--- src/rtl/pwm_pkg.sv ---
// rtl/pwm_pkg.sv - shared widths, command layout, decoder states and register map
package pwm_pkg;

    localparam int ADDR_W     = 6;
    localparam int DATA_W     = 8;
    localparam int CMD_RW_BIT = 7;

    typedef enum logic [2:0] {
        IDLE     = 3'd0,
        RD_ISSUE = 3'd1,
        RD_CAPT  = 3'd2,
        RD_DUMMY = 3'd3,
        WR_DATA  = 3'd4,
        DONE     = 3'd5
    } dcd_state_e;

    // Register byte addresses shared with the PWM register file
    localparam logic [ADDR_W-1:0] REG_PERIOD_LSB   = 6'h00;
    localparam logic [ADDR_W-1:0] REG_PERIOD_MSB   = 6'h01;
    localparam logic [ADDR_W-1:0] REG_COUNTER_EN   = 6'h02;
    localparam logic [ADDR_W-1:0] REG_COMPARE1_LSB = 6'h03;
    localparam logic [ADDR_W-1:0] REG_COMPARE1_MSB = 6'h04;
    localparam logic [ADDR_W-1:0] REG_COMPARE2_LSB = 6'h05;
    localparam logic [ADDR_W-1:0] REG_COMPARE2_MSB = 6'h06;

    function automatic logic [ADDR_W-1:0] addr_inc(input logic [ADDR_W-1:0] a);
        return a + ADDR_W'(1);
    endfunction

endpackage

--- src/rtl/instr_dcd_if.sv ---
// rtl/instr_dcd_if.sv - bridge-side frame signals and register-file access signals
interface instr_dcd_if;
    import pwm_pkg::*;

    logic              frame_active;
    logic              byte_sync;
    logic [DATA_W-1:0] data_in;
    logic [DATA_W-1:0] data_out;
    logic              read;
    logic              write;
    logic [ADDR_W-1:0] addr;
    logic [DATA_W-1:0] data_write;
    logic [DATA_W-1:0] data_read;

    modport master (
        output frame_active, byte_sync, data_in, data_read,
        input  data_out, read, write, addr, data_write
    );

    modport slave (
        input  frame_active, byte_sync, data_in, data_read,
        output data_out, read, write, addr, data_write
    );

endinterface

--- src/rtl/instr_dcd.sv ---
// rtl/instr_dcd.sv - SPI byte-frame to register access decoder
// Optional INSTR_DCD_BURST_EN: auto-incrementing multi-register reads/writes per frame.
module instr_dcd
    import pwm_pkg::*;
(
    input  logic        clk,
    input  logic        rst_n,
    instr_dcd_if.slave  bus
);

    dcd_state_e        state_q, state_d;
    logic [ADDR_W-1:0] addr_q, addr_d;
    logic [DATA_W-1:0] data_write_q, data_write_d;
    logic [DATA_W-1:0] data_out_q, data_out_d;
    logic              read_q, read_d;
    logic              write_q, write_d;
`ifdef INSTR_DCD_BURST_EN
    logic              first_q, first_d;
`endif

    logic unused_cmd_bit;
    assign unused_cmd_bit = bus.data_in[6];

    always_ff @(posedge clk) begin
        if (!rst_n) begin
            state_q      <= IDLE;
            addr_q       <= '0;
            data_write_q <= '0;
            data_out_q   <= '0;
            read_q       <= 1'b0;
            write_q      <= 1'b0;
`ifdef INSTR_DCD_BURST_EN
            first_q      <= 1'b0;
`endif
        end else begin
            state_q      <= state_d;
            addr_q       <= addr_d;
            data_write_q <= data_write_d;
            data_out_q   <= data_out_d;
            read_q       <= read_d;
            write_q      <= write_d;
`ifdef INSTR_DCD_BURST_EN
            first_q      <= first_d;
`endif
        end
    end

    // Strobes are registered from the transition that enters the access,
    // so each lands exactly one cycle after the triggering byte_sync.
    always_comb begin
        state_d      = state_q;
        addr_d       = addr_q;
        data_write_d = data_write_q;
        data_out_d   = data_out_q;
        read_d       = 1'b0;
        write_d      = 1'b0;
`ifdef INSTR_DCD_BURST_EN
        first_d      = first_q;
`endif

        if (!bus.frame_active) begin
            state_d = IDLE;
        end else begin
            case (state_q)
                IDLE: begin
                    if (bus.byte_sync) begin
                        addr_d = bus.data_in[ADDR_W-1:0];
                        if (bus.data_in[CMD_RW_BIT]) begin
                            state_d = WR_DATA;
`ifdef INSTR_DCD_BURST_EN
                            first_d = 1'b1;
`endif
                        end else begin
                            state_d = RD_ISSUE;
                            read_d  = 1'b1;
                        end
                    end
                end
                RD_ISSUE: state_d = RD_CAPT;
                RD_CAPT: begin
                    data_out_d = bus.data_read;
                    state_d    = RD_DUMMY;
                end
                RD_DUMMY: begin
                    if (bus.byte_sync) begin
`ifdef INSTR_DCD_BURST_EN
                        addr_d  = addr_inc(addr_q);
                        state_d = RD_ISSUE;
                        read_d  = 1'b1;
`else
                        state_d = DONE;
`endif
                    end
                end
                WR_DATA: begin
                    if (bus.byte_sync) begin
                        data_write_d = bus.data_in;
                        write_d      = 1'b1;
`ifdef INSTR_DCD_BURST_EN
                        if (!first_q) addr_d = addr_inc(addr_q);
                        first_d = 1'b0;
`else
                        state_d = DONE;
`endif
                    end
                end
                DONE:    state_d = DONE;
                default: state_d = IDLE;
            endcase
        end
    end

    assign bus.data_out   = data_out_q;
    assign bus.read       = read_q;
    assign bus.write      = write_q;
    assign bus.addr       = addr_q;
    assign bus.data_write = data_write_q;

endmodule

--- src/flat_wrapper.sv ---
// flat-port wrapper written by rule: the top's interface ports become plain ports
module instr_dcd_flat import pwm_pkg::*;
  (clk, rst_n, bus_frame_active, bus_byte_sync, bus_data_in, bus_data_read, bus_data_out, bus_read, bus_write, bus_addr, bus_data_write);
  instr_dcd_if bus_i ();
  input  logic clk;
  input  logic rst_n;
  input wire logic [$bits(bus_i.frame_active)-1:0] bus_frame_active;
  input wire logic [$bits(bus_i.byte_sync)-1:0] bus_byte_sync;
  input wire logic [$bits(bus_i.data_in)-1:0] bus_data_in;
  input wire logic [$bits(bus_i.data_read)-1:0] bus_data_read;
  output wire logic [$bits(bus_i.data_out)-1:0] bus_data_out;
  output wire logic [$bits(bus_i.read)-1:0] bus_read;
  output wire logic [$bits(bus_i.write)-1:0] bus_write;
  output wire logic [$bits(bus_i.addr)-1:0] bus_addr;
  output wire logic [$bits(bus_i.data_write)-1:0] bus_data_write;
  assign bus_i.frame_active = bus_frame_active;
  assign bus_i.byte_sync = bus_byte_sync;
  assign bus_i.data_in = bus_data_in;
  assign bus_i.data_read = bus_data_read;
  assign bus_data_out = bus_i.data_out;
  assign bus_read = bus_i.read;
  assign bus_write = bus_i.write;
  assign bus_addr = bus_i.addr;
  assign bus_data_write = bus_i.data_write;
  instr_dcd u_core (.clk(clk), .rst_n(rst_n), .bus(bus_i));
endmodule
--- config.mk ---
export PLATFORM = sky130hd
export DESIGN_NAME = instr_dcd_flat
export DESIGN_NICKNAME = d
export VERILOG_FILES = /design/src/rtl/pwm_pkg.sv /design/src/rtl/instr_dcd_if.sv /design/src/rtl/instr_dcd.sv /design/src/flat_wrapper.sv
export SDC_FILE = /design/constraint.sdc
export NUM_CORES = 1
export LEC_CHECK = 0
export ABC_AREA = 1
export CORE_MARGIN = 2
export CORE_UTILIZATION = 44
export DETAILED_ROUTE_END_ITERATION = 7
export GPL_TIMING_DRIVEN = 0
export PLACE_DENSITY = 0.83
export SLEW_MARGIN = 20
export SYNTH_ARGS = -nofsm -noshare
export SYNTH_HDL_FRONTEND = slang
export SYNTH_SLANG_ARGS = --single-unit
--- constraint.sdc ---
create_clock -name clk -period 1.9 [get_ports clk]
set_input_delay 0.285 -clock clk [delete_from_list [all_inputs] [get_ports clk]]
set_output_delay 0.285 -clock clk [all_outputs]
set_load 0.005 [all_outputs]
==> summary.txt <==
Synthesis
  • Post-synthesis average cell area: 7.89 µm²
  • FF+latch count, synth: 27
  • Post-synth cell types: 20
  • Post-Synthesis Cells: 131
  • Post-Syn Nets: 151
  • Synth warn: 0
  • Register area share after synthesis: 52.3%
  • Synthesized area: 1030 µm²

Power and ir drop
  • Pleak: 0.584 nW
  • Peak VDD IR: 406 µV
  • Pwr Density: 637 nW/µm²

Timing
  • Crit path time final: 1480 ps
  • RSZ-0062 raised after global routing: no
  • Worst-margin pin slew: 367 ps
  • Final hold violation count: 0
  • Setup_tns: 0 ps
  • Post-Route Skew: 1.73 ps
  • Count of final setup violators: 0
  • Crit share post-route: 78.1%
  • FMAX: 0.674 GHz
  • Rel. slew slack: 75.5%
  • Minimum hold slack: 453 ps
  • Fin. max-slew vios: 0

Detailed routing
  • Vias per inst: 4.90
  • Drt wl/cell: 12.1 µm
  • Antenna-violating nets left: 0
  • Routed via count: 1009
  • DRC: 0
  • Initial DRT Pass Iterations: 4
  • WL final: 2490 µm
  • 1st-iter DRT viols: 21

Global routing
  • Initial antenna violation count: 0
  • Largest net degree at the start of global routing: 16
  • Global-route wire length before repair: 4130 µm
  • Total GRT Usage: 19.9%
  • Grt total ovfl: 0
  • Vias in the first global route: 1006

Floorplan
  • Ports: 44
  • Die area: 2750 µm²
  • CORE AREA: 2210 µm²
  • Die Span X: 52.5 µm
  • Initial core utilization: 46.7%
  • Die Y: 52.5 µm
  • Row count: 17

Critical path
  • Critical Path AT: 1200 ps
  • Max stage delay on crit path: 520 ps
  • CP bufs+invs: 1
  • Worst-path maximum fanout: 2
  • Critical path startpoint category: register
  • Critical path class: reg2out
  • Cell family with most CP delay: buffers and inverters
  • CP Capture Type: primary output
  • Slowest CP cell: clkdlybuf4s50_1
  • CP Depth: 1
  • Critical Path, Cell by Cell: clkdlybuf4s50_1
  • Reg2Reg Depth: 6
  • Worst EP required: 1620 ps

Clock network
  • Clock slew seen by the registers of the worst setup and hold paths: 140 ps
  • Hold_buf cts: 0
  • CTS tree: built
  • Post-CTS setup buffers: 0
  • Num Clock Sinks: 27
  • Cts repair resizes: 0
  • Clock latency on the worst-skew pair: 310 ps
  • H-tree depth: 1
  • Clock Tree Root: clkbuf_4
  • Clock Tree Buf Depth: 2
  • CTS buffer count: 3

Placed design
  • Routability cong.: 0.705
  • DPL Wire Length: 1880 µm
  • Placed cell area: 1500 µm²
  • IO Port Bufs: 43

Layout
  • Final #Nets: 199
  • FILL cells: 188
  • Commonest non-fill, non-tap cell in the layout: clkdlybuf4s50_1
  • P&R area growth vs syn: 47.7%
  • Most frequent cells in the layout: 43 x clkdlybuf4s50_1, 27 x dfxtp_1, 19 x nand2_1, 18 x nor2_1, 16 x a21oi_1
  • Design area: 1530 µm²
  • Share of layout cells above drive strength 1: 8.43%
  • N_diodes: 0

Flow run
  • Max-cap violations: 0

Min path
  • Worst Hold Path Cells: 2
  • Worst hold path class: reg2reg

Status
  • Outcome: finished, final reports clean
[through the flow]
step           setup slack, ps  utilization [%]  instances  power (mW)
2_1_floorplan              892                -        131       0.656
3_3_place_gp               344             67.8        202       0.736
3_5_place_dp               319             67.8        202       0.740
4_1_cts                    415             69.0        206       0.977
5_1_grt                    363             69.0        206        1.02
6_report                   416             69.0        206       0.972
[where the power goes]
group / total [mW] / internal (mW) / switching [mW]
logic: 0.138 / 0.0771 / 0.0613
registers: 0.590 / 0.582 / 0.00810
clock network: 0.243 / 0.0787 / 0.165
total: 0.972 / 0.738 / 0.234
[sequential cells by signal, indices dropped and copies added, names as in the netlist]
name,cells
u_core.bus.data_out,8
u_core.bus.data_write,8
u_core.bus.addr,6
u_core.state_q,3
u_core.bus.read,1
u_core.bus.write,1
[cells by family (layout without fill, tap and decap cells)]
kind of cell | Yosys count | in the layout | share of synthesized area, %
compound gates | 31 | 31 | 15.3
buf+inv | 17 | 64 | 7.02
flops | 27 | 27 | 52.3
simple gates | 56 | 56 | 25.4
[synth_stat cells]
cell	instances	share of area, %
nand3_1	11	5.3
nand4_2	1	1.2
clkbuf_1	1	0.36
o21ai_1	3	1.5
nor2_1	18	6.5
nand3_2	1	0.97
inv_1	10	3.6
buf_6	1	1.1
nor2_4	1	1.1
nand2_1	19	6.9
dfxtp_1	27	52
a21oi_1	16	7.7
o21ai_0	11	5.3
nand4_1	2	1.2
clkinv_2	1	0.48
nor3_2	1	0.97
o211ai_1	1	0.73
clkinv_1	1	0.36
nand2_2	2	1.2
inv_2	3	1.1
[per-layer routing]
layer / up-vias / track usage (%) / wire length, µm
met3: 2 / 4.29 / 201
met5: - / 0 / 0
met2: 38 / 35.8 / 1160
li1: 528 / - / -
met1: 441 / 23.1 / 1120
met4: 0 / 6.41 / 10
[path summary, 6_finish.rpt]
check                                        startpoint                               endpoint  slack, ps
setup / recovery  u_core.bus.data_write[1]$_SDFFE_PN0P_                      bus_data_write[1]        420
hold / removal          u_core.bus.addr[1]$_SDFFE_PN0P_        u_core.bus.addr[1]$_SDFFE_PN0P_        450
setup reg to reg         u_core.state_q[0]$_SDFFE_PP0P_  u_core.bus.data_write[6]$_SDFFE_PN0P_        700
hold reg to reg         u_core.bus.addr[1]$_SDFFE_PN0P_        u_core.bus.addr[1]$_SDFFE_PN0P_        450
[layout make-up]
cell class	count	area (µm²)	share of cell area, %
multi-input cells	87	420	27.5
repair buffers	43	430	28.2
plain buffers	2	15.0	0.984
clock buffers	3	22.5	1.48
well taps	28	35.0	2.30
inverters	15	57.6	3.77
flip-flops and latches	27	541	35.4
clock inverters	1	5.00	0.328
Power figures use the tool's default switching activity.
==> RTL change 1 (same settings) <==
Reset style: asynchronous (`rst_n`), changed in one clocked block.
--- a/src/rtl/instr_dcd.sv
+++ b/src/rtl/instr_dcd.sv
@@ -23,3 +23,3 @@
 
-    always_ff @(posedge clk) begin
+    always_ff @(posedge clk or negedge rst_n) begin
         if (!rst_n) begin
Formal check against the unedited RTL: differs if rst_n is asserted again (counterexample within 4 cycles, from zero or initial values and one cycle with rst_n low); with rst_n held inactive, the same outputs for 10 cycles.
==> RTL change 1 against the unedited design <==
Maximum frequency shrank 2.2%; sequential share of layout area up 4.4 points; worst setup slack worse by 0.034 ns; wire length decreased by 4.9%; sequential cell count stayed put; synthesized area rose by 16%; final area increased by 11%; critical endpoint is now bus_data_out[5].
Power is not compared: it rests on default switching activity, and its combinational part moved more than twofold at a synthesized area within 25%.
==> RTL change 1: results (changes against the unedited design) <==
[run_status]
status=complete, no violations

[placement]
placed_area_sq_um=1660  ; +11%
dp_cells=199  ; -1.5%
dpl.hpwl_um=1890  ; +0.22%
place_congestion=0.915  ; +30%
place_worst_setup_slack_ns=0.282  ; -0.0370 ns

[global_route]
grt_pass1_wl_um=4250  ; +2.8%
grt_usage=0.166  ; -0.0323
use_met3=0.0465  ; +0.00365
gr-usage-met2=0.284  ; -0.0743
grt_util_met1=0.200  ; -0.0306
grt_pass1_vias=995  ; -1.1%

[hold_path]
hold_path_class=in2async

[synth]
synth_ff_type=dfrtp_1
ys_seq_area_frac=0.565  ; +0.0419
synth_top_cells_by_count=nand2_1, dfrtp_1, nand3_1
synth_cell_types=15  ; -25%
synth_cells=126  ; -3.8%
synth_area_leaders=dfrtp_1, nand2_1, o21ai_2, nand3_1, inv_1
synth_compound_area_frac=0.0994  ; -0.0532
synthArstFlopShare=1.00  ; +1.00
syn_nets=146  ; -3.3%

[drt]
drt-total-wl_um=2370  ; -4.9%
drtIter0Drc=20  ; -4.8%
vias_per_cell=4.81  ; -1.7%

[cells_and_area]
multi_input_area_sq_um=438  ; +4.2%
buffers=47  ; +4.4%
layout-drive-gt1-share=0.161  ; +0.0766
nMultiInputCombCells=82  ; -5.7%
area_share_clock_buf_inv=0.0177  ; -0.000360
buffer_area_frac=0.274  ; -0.0179
stdcell_area_sq_um=1700  ; +11%
inv_count=14  ; -1
fin_nets=195  ; -2.0%

[sta]
worstMarginPinSlew_ns=0.596  ; +0.229 ns
clock_skew_ns=0.0132  ; +0.0115 ns

[clock_network]
ctsHoldBuffers=1  ; +1
clk_pin_slew_worst_paths_ns=0.16  ; +0.02 ns
post_cts_buffers=0  ; unchanged

[pwr]
seq-power_w=0.000971

[worst_setup_path]
crit_slowest_cell=clkdlybuf4s50_1
cp_max_fo=2  ; unchanged

RTL change 1: final timing paths:
kind	start	end	slack (ns)	depth (start not counted)
worst max register to register	u_core.state_q[1]	u_core.bus.data_write[7]	0.65	5
worst max-delay path	u_core.bus.data_out[5]	bus_data_out[5]	0.38	1
worst min register to register	u_core.bus.data_out[4]	u_core.bus.data_out[4]	0.49	2
max in group asynchronous	rst_n	u_core.bus.read	1.04	2
worst min-delay path	rst_n	u_core.bus.addr[2]	0.46	2
min in group clk	bus_data_in[6]	u_core.bus.data_write[6]	0.47	3
RTL change 1: through the flow:
| step | hold slack (ns) | util |
|---|---|---|
| CTS | 0.456 | 0.674 |
| finish | 0.462 | 0.674 |
| detailed placement | 0.326 | 0.658 |
| global placement | 0.454 | 0.660 |
| floorplan | -0.0106 | - |
| global route | 0.441 | 0.674 |
RTL change 1: per-layer routing:
metal | up-vias | routed length, um
met4 | 0 | 28
met1 | 450 | 984
met3 | 4 | 164
met2 | 37 | 1190
met5 | - | 0
li1 | 491 | -
==> RTL change 2 (same settings) <==
Without the edit above. `ADDR_W`: 6 -> 8.
--- a/src/rtl/pwm_pkg.sv
+++ b/src/rtl/pwm_pkg.sv
@@ -3,3 +3,3 @@
 
-    localparam int ADDR_W     = 6;
+    localparam int ADDR_W     = 8;
     localparam int DATA_W     = 8;
Ports: changed (resized bus_addr); port bits go from 44 to 46. The function was not compared with the original's and may differ.
==> RTL change 2 against the unedited design <==
Critical path depth did not move; clock skew up 0.0014 ns; die area is 9.3% higher; power increased by 17%; final area up 9.2%; cell count increased by 7.8%; first-iteration DRC count is 71% higher; worst setup slack better by 0.0057 ns; synthesized area grew 10%; sequential power grew 7.8%; highest routed layer unchanged; clock power grew 42%; wire length up 5.9%; sequential share of layout area down 0.58 points; sequential cell count grew 2; largest power group unchanged.
==> RTL change 2: results (changes against the unedited design) <==
[clock_network]
cts_made_buffers=5  ; +2
clk_pin_slew_worst_paths_ns=0.09  ; -0.05 ns
worstSkewPairLatency_ns=0.33  ; +0.02 ns
htree_levels=2  ; +1

[placement]
place_congestion=0.795  ; +13%
dpl.hpwl_um=2030  ; +7.8%
place_worst_setup_slack_ns=0.303  ; -0.0162 ns
portBuffers=44  ; +2.3%

[drt]
drtIter0Drc=36  ; +71%
wl_per_cell_um=11.9  ; -1.8%
vias=1115  ; +11%

[pwr]
vdd_drop_max_v=0.000667  ; +64%
intPower_w=0.000851  ; +15%

[global_route]
grt_usage=0.211  ; +0.0119
grt_pass1_vias=1011  ; +0.50%
grt_max_degree=11  ; -5
grt_pass1_wl_um=4360  ; +5.5%

[synth]
synth_top_cells_by_count=dfxtp_1, a21oi_1, nand2_1, nor2_1, o21ai_0
ys_seq_area_frac=0.510  ; -0.0126
synth_area_leaders=dfxtp_1, a21oi_1, o21ai_0, nand2_1, nor2_1
synth_cell_types=22  ; +10%

[sta]
clock_skew_ns=0.00313  ; +0.00140 ns
worstMarginPinSlew_ns=0.370  ; +0.00288 ns

[cells_and_area]
fill_cells=196  ; +4.3%
fin_nets=211  ; +6.0%
layout-drive-gt1-share=0.0990  ; +0.0147

[hold_path]
hold_path_class=in2reg

[run_status]
status=complete, no violations

RTL change 2: area by class of cell:
type	instances	area [sq um]	area share
sequential	29	581	0.348
inverter	17	68.8	0.0413
clock inverter	2	10.0	0.00601
clock buffer	6	41.3	0.0248
tap	30	37.5	0.0225
timing repair buffer	44	440	0.264
buffer	3	20.0	0.0120
multi-input combinational	91	468	0.281
RTL change 2: power groups by stage:
stage	logic, W	registers [W]	clock network (W)
floorplan	0.0000636	0.000651	0
global placement	0.000150	0.000650	0
detailed placement	0.000155	0.000650	0
CTS	0.000156	0.000636	0.000348
global route	0.000173	0.000639	0.000378
finish	0.000156	0.000636	0.000344
RTL change 2: final timing paths:
path / startpoint / to / slack (ns) / cells after the start
max: u_core.bus.data_write[1] / bus_data_write[1] / 0.42 / 1
min: rst_n / u_core.bus.addr[3] / 0.28 / 3
max reg2reg: u_core.state_q[0] / u_core.bus.data_write[5] / 0.69 / 6
min reg2reg: u_core.bus.addr[4] / u_core.bus.addr[4] / 0.45 / 2
RTL change 2: logic make-up after synthesis:
group,Yosys count,synth area share
AO/OA/AOI/OAI,35,0.160
buffers and inverters,20,0.0781
flip-flops,29,0.510
AND/OR/NAND/NOR,56,0.252
RTL change 2: routing by layer:
metal	track usage	vias to the layer above	routed length (um)
met2	0.327	38	1360
met1	0.242	506	1070
met3	0.0765	8	149
met4	0.133	0	59
li1	-	563	-
met5	0	-	0
RTL change 2: per-stage QoR:
step	utilization	area (sq um)	cells	total power, W
2_1_floorplan	-	1140	140	0.000715
3_3_place_gp	0.658	1620	214	0.000800
3_5_place_dp	0.658	1620	214	0.000806
4_1_cts	0.679	1670	222	0.00114
5_1_grt	0.679	1670	222	0.00119
6_report	0.679	1670	222	0.00114
